**config.mk**
```make
export PLATFORM = sky130hd
export DESIGN_NAME = uart_echo_buffer
export DESIGN_NICKNAME = d
export VERILOG_FILES = /design/src/rtl/uart_pkg.sv /design/src/rtl/uart_sync_fifo.sv /design/src/rtl/uart_echo_buffer.sv
export SDC_FILE = /design/constraint.sdc
export NUM_CORES = 1
export LEC_CHECK = 0
export ABC_AREA = 1
export BUFFER_PORTS_ARGS = -buffer_cell sky130_fd_sc_hd__buf_2
export CAP_MARGIN = 20
export CORE_MARGIN = 2
export CORE_UTILIZATION = 40
export CTS_BUF_LIST = sky130_fd_sc_hd__clkbuf_4
export DETAILED_ROUTE_END_ITERATION = 8
export GPL_ROUTABILITY_DRIVEN = 1
export PLACE_DENSITY = 0.51
export SYNTH_ARGS = -nofsm -noshare
export SYNTH_HDL_FRONTEND = slang
export SYNTH_HIERARCHICAL = 1
export SYNTH_SLANG_ARGS = --single-unit
export TNS_END_PERCENT = 20
```
**constraint.sdc**
```tcl
create_clock -name sys_clk -period 6.2 [get_ports sys_clk]
set_input_delay 0.31 -clock sys_clk [delete_from_list [all_inputs] [get_ports sys_clk]]
set_output_delay 0.31 -clock sys_clk [all_outputs]
set_load 0.05 [all_outputs]
```
**src/rtl/uart_pkg.sv**
```systemverilog
// Shared definitions for the UART echo buffer: parity modes, FSM state encoding and
// baud-timing helpers.
package uart_pkg;

  localparam int unsigned PAR_NONE = 0;
  localparam int unsigned PAR_ODD  = 1;
  localparam int unsigned PAR_EVEN = 2;

  // Used by both the RX and TX FSMs; StParity is skipped when parity is off.
  typedef enum logic [2:0] {
    StIdle,
    StStart,
    StData,
    StParity,
    StStop
  } uart_state_e;

  function automatic int unsigned calc_bps_cnt(input int unsigned clk_freq,
                                               input int unsigned baud);
    return clk_freq / baud;
  endfunction

  function automatic int unsigned calc_cnt_width(input int unsigned bps_cnt);
    return (bps_cnt < 2) ? 1 : $clog2(bps_cnt);
  endfunction

  // Data is zero-extended, so XOR over all 8 bits equals XOR over the frame's data bits.
  function automatic logic parity_bit(input logic [7:0] data, input int unsigned mode);
    return (mode == PAR_ODD) ? ~(^data) : (^data);
  endfunction

endpackage

```
**src/rtl/uart_sync_fifo.sv**
```systemverilog
// Synchronous FIFO with registered level/full/empty; a push while full is accepted only
// when a pop happens in the same cycle.
module uart_sync_fifo #(
  parameter int unsigned WIDTH = 8,
  parameter int unsigned DEPTH = 16
) (
  input  logic                     clk,
  input  logic                     rst,
  input  logic                     push,
  input  logic [WIDTH-1:0]         wdata,
  input  logic                     pop,
  output logic [WIDTH-1:0]         rdata,
  output logic                     full,
  output logic                     empty,
  output logic [$clog2(DEPTH):0]   level
);

  localparam int unsigned PtrW = $clog2(DEPTH);
  localparam int unsigned LvlW = PtrW + 1;

  logic [WIDTH-1:0] mem [DEPTH];
  logic [PtrW-1:0]  wr_ptr_q, rd_ptr_q;
  logic [LvlW-1:0]  level_q, level_d;
  logic             full_q, empty_q;
  logic             do_push, do_pop;

  assign do_pop  = pop & ~empty_q;
  assign do_push = push & (~full_q | do_pop);

  always_comb begin
    level_d = level_q;
    unique case ({do_push, do_pop})
      2'b10:   level_d = level_q + LvlW'(1);
      2'b01:   level_d = level_q - LvlW'(1);
      default: level_d = level_q;
    endcase
  end

  always_ff @(posedge clk) begin
    if (rst) begin
      wr_ptr_q <= '0;
      rd_ptr_q <= '0;
      level_q  <= '0;
      full_q   <= 1'b0;
      empty_q  <= 1'b1;
    end else begin
      if (do_push) wr_ptr_q <= wr_ptr_q + PtrW'(1);
      if (do_pop)  rd_ptr_q <= rd_ptr_q + PtrW'(1);
      level_q <= level_d;
      full_q  <= (level_d == LvlW'(DEPTH));
      empty_q <= (level_d == '0);
    end
  end

  always_ff @(posedge clk) begin
    if (do_push) mem[wr_ptr_q] <= wdata;
  end

  assign rdata = mem[rd_ptr_q];
  assign full  = full_q;
  assign empty = empty_q;
  assign level = level_q;

endmodule

```
**src/rtl/uart_echo_buffer.sv**
```systemverilog
// UART loopback: receives frames, buffers good bytes in a FIFO and re-transmits them
// back-to-back, with pause control, FIFO level and sticky error flags.
module uart_echo_buffer
  import uart_pkg::*;
#(
  parameter int unsigned CLK_FREQ   = 50000000,
  parameter int unsigned UART_BPS   = 115200,
  parameter int unsigned DATA_BITS  = 8,
  parameter int unsigned PARITY     = 0,
  parameter int unsigned FIFO_DEPTH = 16
) (
  input  logic                          sys_clk,
  input  logic                          sys_rst,
  input  logic                          uart_rxd,
  output logic                          uart_txd,
  input  logic                          tx_pause,
  input  logic                          err_clr,
  output logic [$clog2(FIFO_DEPTH):0]   fifo_level,
  output logic                          overflow,
  output logic                          parity_err,
  output logic                          frame_err
);

  localparam int unsigned BpsCnt  = calc_bps_cnt(CLK_FREQ, UART_BPS);
  localparam int unsigned CntW    = calc_cnt_width(BpsCnt);
  localparam int unsigned HalfCnt = BpsCnt / 2;

  logic       fifo_push, fifo_pop, fifo_full, fifo_empty;
  logic [7:0] fifo_rdata;

  // ---------------- RX ----------------
  // [1:0] synchroniser, [2] previous synchronised value for edge detection
  logic [2:0] rx_sync_q;
  logic       rx_bit, rx_fall;

  always_ff @(posedge sys_clk) begin
    if (sys_rst) rx_sync_q <= '1;
    else         rx_sync_q <= {rx_sync_q[1:0], uart_rxd};
  end

  assign rx_bit  = rx_sync_q[1];
  assign rx_fall = rx_sync_q[2] & ~rx_sync_q[1];

  uart_state_e          rx_state_q, rx_state_d;
  logic [CntW-1:0]      rx_cnt_q, rx_cnt_d;
  logic [2:0]           rx_idx_q, rx_idx_d;
  logic [DATA_BITS-1:0] rx_shift_q, rx_shift_d;
  logic                 rx_par_bad_q, rx_par_bad_d;
  logic                 rx_done, rx_stop_ok, rx_last;
  logic [7:0]           rx_byte;

  assign rx_last = (rx_cnt_q == CntW'(BpsCnt - 1));
  assign rx_byte = 8'(rx_shift_q);

  always_comb begin
    rx_state_d   = rx_state_q;
    rx_cnt_d     = rx_cnt_q + CntW'(1);
    rx_idx_d     = rx_idx_q;
    rx_shift_d   = rx_shift_q;
    rx_par_bad_d = rx_par_bad_q;
    rx_done      = 1'b0;
    rx_stop_ok   = 1'b0;
    unique case (rx_state_q)
      StIdle: begin
        rx_cnt_d = '0;
        if (rx_fall) rx_state_d = StStart;
      end
      StStart: begin
        if (rx_cnt_q == CntW'(HalfCnt)) begin
          rx_cnt_d     = '0;
          rx_idx_d     = '0;
          rx_par_bad_d = 1'b0;
          rx_state_d   = rx_bit ? StIdle : StData;
        end
      end
      StData: begin
        if (rx_last) begin
          rx_cnt_d   = '0;
          rx_shift_d = {rx_bit, rx_shift_q[DATA_BITS-1:1]};
          rx_idx_d   = rx_idx_q + 3'd1;
          if (rx_idx_q == 3'(DATA_BITS - 1)) begin
            rx_state_d = (PARITY != PAR_NONE) ? StParity : StStop;
          end
        end
      end
      StParity: begin
        if (rx_last) begin
          rx_cnt_d     = '0;
          rx_par_bad_d = (rx_bit != parity_bit(rx_byte, PARITY));
          rx_state_d   = StStop;
        end
      end
      StStop: begin
        if (rx_last) begin
          rx_cnt_d   = '0;
          rx_done    = 1'b1;
          rx_stop_ok = rx_bit;
          rx_state_d = StIdle;
        end
      end
      default: rx_state_d = StIdle;
    endcase
  end

  always_ff @(posedge sys_clk) begin
    if (sys_rst) begin
      rx_state_q   <= StIdle;
      rx_cnt_q     <= '0;
      rx_idx_q     <= '0;
      rx_shift_q   <= '0;
      rx_par_bad_q <= 1'b0;
    end else begin
      rx_state_q   <= rx_state_d;
      rx_cnt_q     <= rx_cnt_d;
      rx_idx_q     <= rx_idx_d;
      rx_shift_q   <= rx_shift_d;
      rx_par_bad_q <= rx_par_bad_d;
    end
  end

  // Priority on rx_done: framing error, then parity error, then overflow.
  logic rx_good, set_frame, set_par, set_ovf;
  assign rx_good   = rx_done & rx_stop_ok & ~rx_par_bad_q;
  assign set_frame = rx_done & ~rx_stop_ok;
  assign set_par   = rx_done & rx_stop_ok & rx_par_bad_q;
  assign set_ovf   = rx_good & fifo_full & ~fifo_pop;
  assign fifo_push = rx_good & (~fifo_full | fifo_pop);

  logic ovf_q, perr_q, ferr_q;

  always_ff @(posedge sys_clk) begin
    if (sys_rst) begin
      ovf_q  <= 1'b0;
      perr_q <= 1'b0;
      ferr_q <= 1'b0;
    end else begin
      ovf_q  <= set_ovf   | (ovf_q  & ~err_clr);
      perr_q <= set_par   | (perr_q & ~err_clr);
      ferr_q <= set_frame | (ferr_q & ~err_clr);
    end
  end

  assign overflow   = ovf_q;
  assign parity_err = perr_q;
  assign frame_err  = ferr_q;

  uart_sync_fifo #(
    .WIDTH (8),
    .DEPTH (FIFO_DEPTH)
  ) u_fifo (
    .clk   (sys_clk),
    .rst   (sys_rst),
    .push  (fifo_push),
    .wdata (rx_byte),
    .pop   (fifo_pop),
    .rdata (fifo_rdata),
    .full  (fifo_full),
    .empty (fifo_empty),
    .level (fifo_level)
  );

  // ---------------- TX ----------------
  uart_state_e          tx_state_q, tx_state_d;
  logic [CntW-1:0]      tx_cnt_q, tx_cnt_d;
  logic [2:0]           tx_idx_q, tx_idx_d;
  logic [DATA_BITS-1:0] tx_shift_q, tx_shift_d;
  logic                 tx_par_q, tx_par_d;
  logic                 txd_q, txd_d;
  logic                 tx_load, tx_last, tx_can_start;

  assign tx_last      = (tx_cnt_q == CntW'(BpsCnt - 1));
  assign tx_can_start = ~fifo_empty & ~tx_pause;

  always_comb begin
    tx_state_d = tx_state_q;
    tx_cnt_d   = tx_cnt_q + CntW'(1);
    tx_idx_d   = tx_idx_q;
    tx_shift_d = tx_shift_q;
    tx_par_d   = tx_par_q;
    txd_d      = txd_q;
    tx_load    = 1'b0;
    unique case (tx_state_q)
      StIdle: begin
        tx_cnt_d = '0;
        txd_d    = 1'b1;
        tx_load  = tx_can_start;
      end
      StStart: begin
        if (tx_last) begin
          tx_cnt_d   = '0;
          tx_idx_d   = '0;
          txd_d      = tx_shift_q[0];
          tx_state_d = StData;
        end
      end
      StData: begin
        if (tx_last) begin
          tx_cnt_d = '0;
          if (tx_idx_q == 3'(DATA_BITS - 1)) begin
            if (PARITY != PAR_NONE) begin
              txd_d      = tx_par_q;
              tx_state_d = StParity;
            end else begin
              txd_d      = 1'b1;
              tx_state_d = StStop;
            end
          end else begin
            tx_idx_d   = tx_idx_q + 3'd1;
            tx_shift_d = tx_shift_q >> 1;
            txd_d      = tx_shift_q[1];
          end
        end
      end
      StParity: begin
        if (tx_last) begin
          tx_cnt_d   = '0;
          txd_d      = 1'b1;
          tx_state_d = StStop;
        end
      end
      StStop: begin
        // Chain straight into the next start bit so queued bytes leave back-to-back.
        if (tx_last) begin
          tx_cnt_d = '0;
          tx_load  = tx_can_start;
          if (!tx_can_start) tx_state_d = StIdle;
        end
      end
      default: tx_state_d = StIdle;
    endcase

    if (tx_load) begin
      tx_state_d = StStart;
      tx_cnt_d   = '0;
      txd_d      = 1'b0;
      tx_shift_d = fifo_rdata[DATA_BITS-1:0];
      tx_par_d   = parity_bit(fifo_rdata, PARITY);
    end
  end

  assign fifo_pop = tx_load;

  always_ff @(posedge sys_clk) begin
    if (sys_rst) begin
      tx_state_q <= StIdle;
      tx_cnt_q   <= '0;
      tx_idx_q   <= '0;
      tx_shift_q <= '0;
      tx_par_q   <= 1'b0;
      txd_q      <= 1'b1;
    end else begin
      tx_state_q <= tx_state_d;
      tx_cnt_q   <= tx_cnt_d;
      tx_idx_q   <= tx_idx_d;
      tx_shift_q <= tx_shift_d;
      tx_par_q   <= tx_par_d;
      txd_q      <= txd_d;
    end
  end

  assign uart_txd = txd_q;

endmodule

```
==> impl_metrics.json, run 1 <==
{
  "p_int_uw": 2140,
  "fin_tns_setup_ns": 0,
  "fmax_ghz": 0.315,
  "cp_cell_sequence": "ha_1 > nand2_1 > inv_1 > nand3_4 > nand2_4 > nand2_4 > inv_4 > inv_1 > nor2_4 > inv_2 > nand2_1 > nand2_2 > ha_1 > nand2_1 > inv_1 > nor2_1 > ha_1 > o21ai_0 > nand2_1 > nor2_1 > nand3_1 > o21bai_1",
  "fin_util_pct": 45.6,
  "drive_gt1_share_pct": 16.4,
  "synth.largest_area_cell": "edfxtp_1",
  "ant_nets": 0,
  "ctsHoldBuffers": 2,
  "skew_ns": 0.0459,
  "viasPerCell": 4.89,
  "leakage_uw": 0.00392,
  "endpoint": "u_fifo/empty",
  "r2r_cells": 22,
  "rsz0062_at_grt": "false",
  "synth_fa_ha_area_share_pct": 2.22,
  "clock_latency_ns": 0.69,
  "dp_hpwl_mm": 12.4,
  "synth-seq-area-share_pct": 58.9,
  "grt.total_usage_pct": 17.3,
  "r2r_slack_ns": 3.03,
  "synth-simple-area-share_pct": 16.0,
  "cp.arrival_ns": 3.77,
  "grt_pass1_vias": 6085,
  "pwr-share-clk_pct": 43.3,
  "gp_congestion": 0.772,
  "synth.top_cell.area_share_pct": 42.7,
  "max_slew_margin_pct": 36.2,
  "timing.final.ws_setup_ns": 3.03,
  "synth_top_family_by_area": "simple AND/OR/NAND/NOR gates",
  "finalHoldViolations": 0,
  "yosys-top-cells-area": "edfxtp_1, dfxtp_1, nand2_1",
  "cp_common_cell": "nand2_1",
  "die-width_um": 154,
  "path_class": "register to register",
  "nets": 969,
  "wl_mm": 19.9,
  "firstDrtPassIters": 5,
  "dr.max_layer_used": "met4",
  "cp_max_fo": 18,
  "first_iter_violations": 363,
  "r2r_start": "tx_cnt_q[0]",
  "p_seq_share_pct": 51.0,
  "synthXorXnorAreaFrac_pct": 1.36,
  "wl_met2_mm": 9.17,
  "worstMarginPinSlew_ns": 0.956,
  "cts_tree": "yes",
  "synth_common_cells": "nand2_1, edfxtp_1, inv_1",
  "numCtsBuffers": 56,
  "place_ws_ns": 3.00,
  "grt_pass1_wl_mm": 32.0,
  "peakVddDrop_uv": 153,
  "initial_core_util_pct": 41.0,
  "swShare_pct": 23.8,
  "hold_path.class": "input pin to register",
  "wl_met3_mm": 1.02,
  "synthMuxAreaShare_pct": 3.56,
  "cap_violations": 0,
  "outcome": "completed",
  "post-synth-top-count-cell": "nand2_1",
  "cpPeakStageDelay_ns": 0.37,
  "synth_compound_area_share_pct": 11.0,
  "cts.sinks": 201,
  "htree_levels": 2,
  "cpMaxStageDelayCell": "dfxtp_1",
  "cts_buffer_depth": 3,
  "cp_data_required_time_ns": 6.79,
  "power.density_nw_per_um2": 280,
  "setup_viol": 0,
  "syn_area_sq_um": 9000,
  "grt_max_degree": 56,
  "vias": 6222,
  "met1Wirelength_mm": 9.31,
  "critPathLaunchType": "register",
  "combPwrFrac_pct": 5.7,
  "postCtsSetupRepairBufs": 0,
  "worstReg2RegEnd": "u_fifo/empty",
  "cp-end-kind": "register",
  "synth_edf_count": 128,
  "syn_nets": 919,
  "cts-root-buf": "clkbuf_4",
  "dieArea_sq_um": 23700,
  "finalNonFillerCells": 1272,
  "core-area_sq_um": 22000,
  "rows": 54,
  "syn_avg_cell_area_sq_um": 10.0,
  "die_y_um": 154,
  "syn2layout_area_growth_pct": 11.2,
  "synthArstFlopShare_pct": 0,
  "dp.cells": 1168,
  "syn_inst": 898,
  "antenna_found_initial": 1,
  "synth-seq-cells": 201,
  "critPathLaunch": "tx_cnt_q[0]",
  "portBuffers": 13,
  "synthFlopType": "edfxtp_1",
  "ys.warnings.count": 6,
  "p_sw_uw": 668,
  "fin_crit_sh_pct": 51.2,
  "grt.overflow.total": 0,
  "yosysUniqueCellTypes": 42,
  "clkTransAtPathRegs_ns": 0.06,
  "avgRoutedWirePerCell_um": 15.6,
  "slew_violations": 0,
  "fin_crit_ns": 3.17,
  "drc": 0,
  "post_cts_resize_count": 0,
  "io_pins": 14
}
## cells by family after synthesis
group	Yosys count
compound gates	170
mux	32
simple gates	324
xor+xnor	14
flops	201
buf+inv	141
fa+ha+maj	16
## power by group through the flow
stage                     sequential [uW]  combinational, uW  clock, uW
after floorplan                      1470                121          0
after detailed placement             1460                157          0
after global placement               1460                157          0
after CTS                            1430                159       1260
after global routing                 1440                182       1330
final                                1430                160       1220
## worst max-delay path: cells and delay by family, from the launching register on
kind | cells | cell delay, ns
AND/OR/NAND/NOR | 12 | 1.31
AO/OA/AOI/OAI | 2 | 0.35
adder cells (fa/ha/maj) | 3 | 0.68
buffers and inverters | 5 | 0.42
flip-flops | 1 | 0.37
## state kept, by name (all words and copies together) (netlist names), 3 cells and up, named ones only
signal / cells
rx_byte: 8
rx_cnt_q: 9
rx_idx_q: 3
rx_state_q: 3
rx_sync_q: 3
tx_cnt_q: 9
tx_idx_q: 3
tx_shift_q: 8
tx_state_q: 3
u_fifo/level: 5
u_fifo/mem: 128
u_fifo/rd_ptr_q: 4
u_fifo/wr_ptr_q: 4
## cell usage in the layout, fill, tap and decap left out, types with 6 or more instances in the layout
cell      count
nor2_2        8
a21oi_1      60
mux2i_1      32
buf_2        13
xor2_1        9
ha_1         16
o211ai_1     32
clkbuf_4     93
nand3_1      50
o21ai_0      44
nand2_2      10
nor2_1       79
nand4_1       6
dfxtp_1      72
inv_1       107
nand2_1     153
o21ai_1      16
edfxtp_1    128
## per-layer routing
metal / up-vias / GRT usage [%]
met2: 118 / 28.2
met3: 33 / 3.72
met5: - / 0
met4: 0 / 5.83
met1: 2878 / 22.9
li1: 3193 / -
## worst min-delay path by stage
stage	from	end	slack (ns)	cells past startpoint
finish	tx_pause	tx_state_q[1]	0.11	6
global route	sys_rst	u_fifo/level[1]	0.06	2
CTS	tx_pause	tx_state_q[1]	0.05	6
detailed placement	rx_sync_q[0]	rx_sync_q[1]	0.41	1
global placement	rx_sync_q[0]	rx_sync_q[1]	0.41	1
floorplan	rx_sync_q[0]	rx_sync_q[1]	0.39	1
## cell type report
cell class | instances | area [sq um]
sequential | 201 | 5310
timing repair buffer | 19 | 115
tap | 280 | 350
clock inverter | 8 | 40.0
fill | 2132 | 11900
clock buffer | 93 | 698
multi-input combinational | 556 | 3070
antenna | 1 | 2.50
inverter | 114 | 430
## through the flow
stage / hold WS (ns) / cell area [sq um] / power, uW
final: 0.105 / 10000 / 2810
after global routing: 0.0625 / 10000 / 2940
after CTS: 0.0472 / 10000 / 2850
after detailed placement: 0.415 / 9260 / 1620
after global placement: 0.409 / 9260 / 1620
after floorplan: 0.389 / 9000 / 1590
Note: power is estimated with default switching activity, not from simulation.
==> run 2: changes to the inputs <==
- PLACE_DENSITY: 0.51 -> 0.53
- clock period: 6.2 -> 2.7 ns (I/O delays scaled with it)
==> run 2 against run 1 <==
Combinational power is 150% higher. Worst setup slack worse by 2.9 ns. Sequential share of layout area fell by 2.7 points. Sequential power rose by 130%. Register-to-register slack got worse by 2.9 ns. Fmax up 21%. First-iteration DRC count increased by 11%. Non-clock buffer count increased by 56. Global-route usage decreased by 0.26 points. Critical path type unchanged. Utilization rose by 2.5 points.
==> impl_metrics.json, run 2 (synthesis gave the netlist of run 1 again) <==
{
  "grt_pass1_vias": 6199,
  "first_iter_violations": 404,
  "cts_buffer_depth": 3,
  "grt_use_met2_pct": 26.9,
  "power.density_nw_per_um2": 591,
  "clock_latency_ns": 0.67,
  "top_regs": "u_fifo/mem (128), rx_cnt_q (9), tx_cnt_q (9)",
  "syn2layout_area_growth_pct": 17.3,
  "avgRoutedWirePerCell_um": 15.2,
  "cap_violations": 0,
  "drc": 0,
  "numCtsBuffers": 53,
  "rsz0062_at_grt": "true",
  "wl_mm": 20.0,
  "die-width_um": 154,
  "use_met3_pct": 3.41,
  "slew_violations": 0,
  "skew_ns": 0.0440,
  "cts.sinks": 201,
  "grt_max_degree": 45,
  "grt.overflow.total": 0,
  "leakage_uw": 0.00421,
  "fin_tns_setup_ns": 0,
  "dp_hpwl_mm": 13.0,
  "nets": 1022,
  "viasPerCell": 4.87,
  "grt.total_usage_pct": 17.0,
  "portBuffers": 13,
  "cp_data_required_time_ns": 3.28,
  "rows": 54,
  "p_total_uw": 6250,
  "cp-end-kind": "register",
  "hold_path.class": "input pin to register",
  "worstMarginPinSlew_ns": 0.814,
  "initial_core_util_pct": 41.0,
  "path_class": "register to register",
  "outcome": "completed",
  "cp_max_fo": 3,
  "peakVddDrop_uv": 338,
  "layout.cells.most_common": "nand2_1",
  "grt_pass1_wl_mm": 31.6,
  "busiest_layer": "met2",
  "gp_congestion": 0.833,
  "cts-root-buf": "clkbuf_4",
  "critPathLaunchType": "register",
  "htree_levels": 2,
  "max_slew_margin_pct": 45.7,
  "ant_nets": 0,
  "core-area_sq_um": 22000,
  "die_y_um": 154,
  "finalHoldViolations": 0,
  "vias": 6411,
  "cp.arrival_ns": 3.19,
  "fmax_ghz": 0.382,
  "setup_viol": 0,
  "io_pins": 14,
  "fin_crit_sh_pct": 96.8,
  "antenna_found_initial": 1,
  "drive_gt1_share_pct": 23.0,
  "fin_crit_ns": 2.61,
  "regMostFlops": "u_fifo/mem",
  "cts_tree": "yes",
  "gr-usage-met1_pct": 23.0,
  "largest_reg_flops": 128,
  "clkTransAtPathRegs_ns": 0.07,
  "dieArea_sq_um": 23700,
  "num-fill-cells": 2094,
  "firstDrtPassIters": 5,
  "mostFrequentLayoutCells": "nand2_1, edfxtp_1, inv_1, clkbuf_4, nor2_1"
}
-- run 2: cell count changes in the layout (fill, tap and decap cells not counted), sizes merged --
| cell | change |
|---|---|
| clkinv | -2 |
| buf | +54 |
| dlygate4sd3 | +2 |
| clkbuf | -9 |
-- run 2: worst paths after layout --
path                                      to    startpoint  cells after the start  slack (ns)
worst max-delay path            u_fifo/empty   tx_cnt_q[1]                     23        0.09
worst min-delay path            rx_sync_q[0]      uart_rxd                      3        0.21
worst max register to register  u_fifo/empty   tx_cnt_q[1]                     23        0.09
worst min register to register  rx_sync_q[1]  rx_sync_q[0]                      1        0.41
-- run 2: routing by layer --
layer  wire, um  share of wire [%]  vias to the layer above
met5          0                  0                        -
met4        464                2.3                        0
met3        805                4.0                       43
met2       9230                 46                      115
met1       9500                 47                     2962
li1           -                  -                     3291
-- run 2: what timing repair did --
action | 4_1_cts | 5_1_grt
hold buffers | 4 | 0
endpoints found under the hold margin | 22 | 0
pin swaps | 0 | 19
setup endpoints to repair | 1 | 5
setup buffers | 0 | 4
resized for setup | 1 | 43
-- run 2: report_power, final --
part,total [uW],internal (uW),switching [uW],leakage (uW)
Sequential,3290,3260,27.0,0.00208
Clock,2560,1390,1170,0.000393
Combinational,394,140,254,0.00173
Total,6250,4790,1450,0.00421
-- run 2: final cells by class --
class                   instances  area (sq um)  area share [%]
flip-flops and latches        201          5310            50.3
diodes                          1          2.50          0.0237
clock inverters                 6          30.0           0.284
repair buffers                 75           578            5.47
clock buffers                  84           631            5.97
well taps                     280           350            3.32
inverters                     114           433            4.10
multi-input cells             556          3230            30.6
-- run 2: critical path: stages (launching register included) --
cell      delay, ns
dfxtp_2        0.32
inv_2          0.07
ha_4           0.13
nand2_2        0.05
inv_2          0.07
nand3_4        0.09
nand2_4        0.09
nand2_4        0.08
inv_4          0.06
inv_2          0.04
nor2_4         0.15
inv_2          0.07
nand2_2        0.06
nand2_2        0.07
ha_4           0.19
nand2_4        0.07
inv_4          0.04
nor2_4         0.13
ha_4           0.22
o21ai_4        0.17
nand2_2        0.09
nor2_4         0.08
nand3_2        0.08
o21bai_1       0.14
-- run 2: per-stage QoR --
stage	area, sq um	util, %	hold WS, ns	setup WS (ns)	cells
final	10600	48.1	0.213	0.0851	1317
after detailed placement	9670	44.0	0.328	0.00925	1218
after global routing	10600	48.1	0.189	-0.132	1317
after floorplan	9010	-	0.239	0.0127	898
after CTS	10400	47.2	0.156	0.00195	1312
after global placement	9670	44.0	0.326	0.0593	1218
==> run 3: changes to the inputs <==
- CTS_BUF_LIST: sky130_fd_sc_hd__clkbuf_4 -> sky130_fd_sc_hd__clkbuf_4 sky130_fd_sc_hd__clkbuf_8 sky130_fd_sc_hd__clkbuf_16
==> run 3 against run 2 <==
Sequential power hardly changed. Clock power grew 15%. Critical path depth increased by 3. Utilization increased by 0.097 points. Fmax is 0.68% lower. Critical path type unchanged. Critical endpoint unchanged.
==> impl_metrics.json, run 3 (synthesis gave the netlist of run 1 again) <==
{
  "firstDrtPassIters": 5,
  "mostFrequentLayoutCells": "nand2_1, edfxtp_1, inv_1, nor2_1, dfxtp_1",
  "core-area_sq_um": 22000,
  "gp_congestion": 0.833,
  "grt.overflow.total": 0,
  "cts_buffer_depth": 3,
  "worstMarginPinSlew_ns": 0.803,
  "layout.cells.most_common": "nand2_1",
  "cts_tree": "yes",
  "htree_levels": 1,
  "r2r_cells": 26,
  "critPathLaunchType": "register",
  "regMostFlops": "u_fifo/mem",
  "setup_viol": 0,
  "cap_violations": 0,
  "max_slew_margin_pct": 46.4,
  "hold_path.class": "input pin to register",
  "swShare_pct": 22.3,
  "pwr-share-clk_pct": 44.4,
  "multi_input_area_sq_um": 3200,
  "peakVddDrop_uv": 493,
  "crit_cells": 26,
  "p_seq_share_pct": 49.7,
  "cts-root-buf": "clkbuf_16",
  "portBuffers": 13,
  "nets": 991,
  "cp_max_fo": 4,
  "dieArea_sq_um": 23700,
  "hold-worst-slack_ns": 0.0873,
  "drc": 0,
  "fin_tns_setup_ns": 0,
  "largest_reg_flops": 128,
  "p_sw_uw": 1480,
  "cts.sinks": 201,
  "wl_mm": 19.7,
  "grt_max_degree": 45,
  "cpLargestDelayFamily": "simple AND/OR/NAND/NOR gates",
  "drive_gt1_share_pct": 19.0,
  "cp.arrival_ns": 3.07,
  "syn2layout_area_growth_pct": 17.6,
  "numCtsBuffers": 24,
  "fin_crit_sh_pct": 97.5,
  "fin_crit_ns": 2.63,
  "grt_pass1_vias": 5921,
  "skew_ns": 0.0140,
  "clkTransAtPathRegs_ns": 0.05,
  "slew_violations": 0,
  "cp_data_required_time_ns": 3.14,
  "viasPerCell": 4.93,
  "ant_nets": 0,
  "outcome": "completed",
  "die_y_um": 154,
  "fin_util_pct": 48.2,
  "finalHoldViolations": 0,
  "vias": 6250,
  "avgRoutedWirePerCell_um": 15.5,
  "cp_num_buf_inv": 7,
  "combPwrFrac_pct": 5.9,
  "whs_path_depth": 6,
  "antenna_cells": 0,
  "leakage_uw": 0.00416,
  "cpPeakStageDelay_ns": 0.32,
  "path_class": "register to register",
  "cp-end-kind": "register",
  "num-fill-cells": 2032,
  "dp_hpwl_mm": 13.0,
  "fmax_ghz": 0.380,
  "first_iter_violations": 375,
  "p_int_uw": 5150,
  "rows": 54,
  "cpMaxStageDelayCell": "dfxtp_2",
  "grt.total_usage_pct": 16.6,
  "clock_latency_ns": 0.51,
  "die-width_um": 154,
  "antenna_found_initial": 0,
  "grt_pass1_wl_mm": 31.1,
  "io_pins": 14,
  "top_regs": "u_fifo/mem (128), rx_cnt_q (9), tx_cnt_q (9)",
  "rsz0062_at_grt": "true",
  "initial_core_util_pct": 41.0,
  "power.density_nw_per_um2": 626,
  "register_area_sq_um": 5310
}
run 3: cell types whose count changed in the layout (fill, tap and decap cells not counted), sizes merged:
cell / change
clkinvlp: -2
diode: -1
clkbuf: -52
clkinv: +7
dlygate4sd3: -2
run 3: area by class of cell:
| cell class | count | share of cell area [%] |
|---|---|---|
| Clock buffer | 32 | 6.36 |
| Clock inverter | 11 | 0.555 |
| Inverter | 114 | 4.07 |
| Multi-Input combinational cell | 556 | 30.3 |
| Sequential cell | 201 | 50.2 |
| Tap cell | 280 | 3.31 |
| Timing Repair Buffer | 73 | 5.27 |
run 3: what timing repair did:
action / CTS / global route
setup endpoints to repair: 1 / 5
buffers inserted: 0 / 4
pin swaps: 0 / 19
hold buffers: 2 / 0
endpoints found under the hold margin: 4 / 0
gates resized for setup: 2 / 37
run 3: final timing paths:
check / slack [ns] / start / to
hold reg to reg: 0.41 / rx_sync_q[0] / rx_sync_q[1]
hold / removal: 0.09 / tx_pause / tx_state_q[1]
setup / recovery: 0.07 / tx_cnt_q[1] / u_fifo/empty
setup reg to reg: 0.07 / tx_cnt_q[1] / u_fifo/empty
run 3: through the flow:
step | cells | cell area [sq um] | power [uW] | setup WS (ns)
2_1_floorplan | 898 | 9010 | 3650 | 0.0127
3_3_place_gp | 1218 | 9670 | 3730 | 0.0593
3_5_place_dp | 1218 | 9670 | 3740 | 0.00925
4_1_cts | 1263 | 10400 | 6710 | 0.0210
5_1_grt | 1267 | 10600 | 6900 | -0.144
6_report | 1267 | 10600 | 6620 | 0.0673
run 3: power groups by stage:
stage | logic [uW] | clock network (uW) | registers, uW
CTS | 389 | 3030 | 3290
finish | 391 | 2940 | 3290
global route | 452 | 3150 | 3290
floorplan | 279 | 0 | 3370
detailed placement | 386 | 0 | 3350
global placement | 383 | 0 | 3350
run 3: per-layer routing:
metal	vias up	global-route usage, %	wire length [um]
li1	3202	-	-
met1	2922	23.6	9530
met4	0	4.54	349
met5	-	0	0
met3	22	2.28	715
met2	104	26.8	9110
run 3: tightest hold or removal path, delay by kind of cell:
kind	cells	cell delay, ns
and+or+nand+nor	3	0.21
buffers and inverters	2	0.15
AOI/OAI and AO/OA	1	0.05
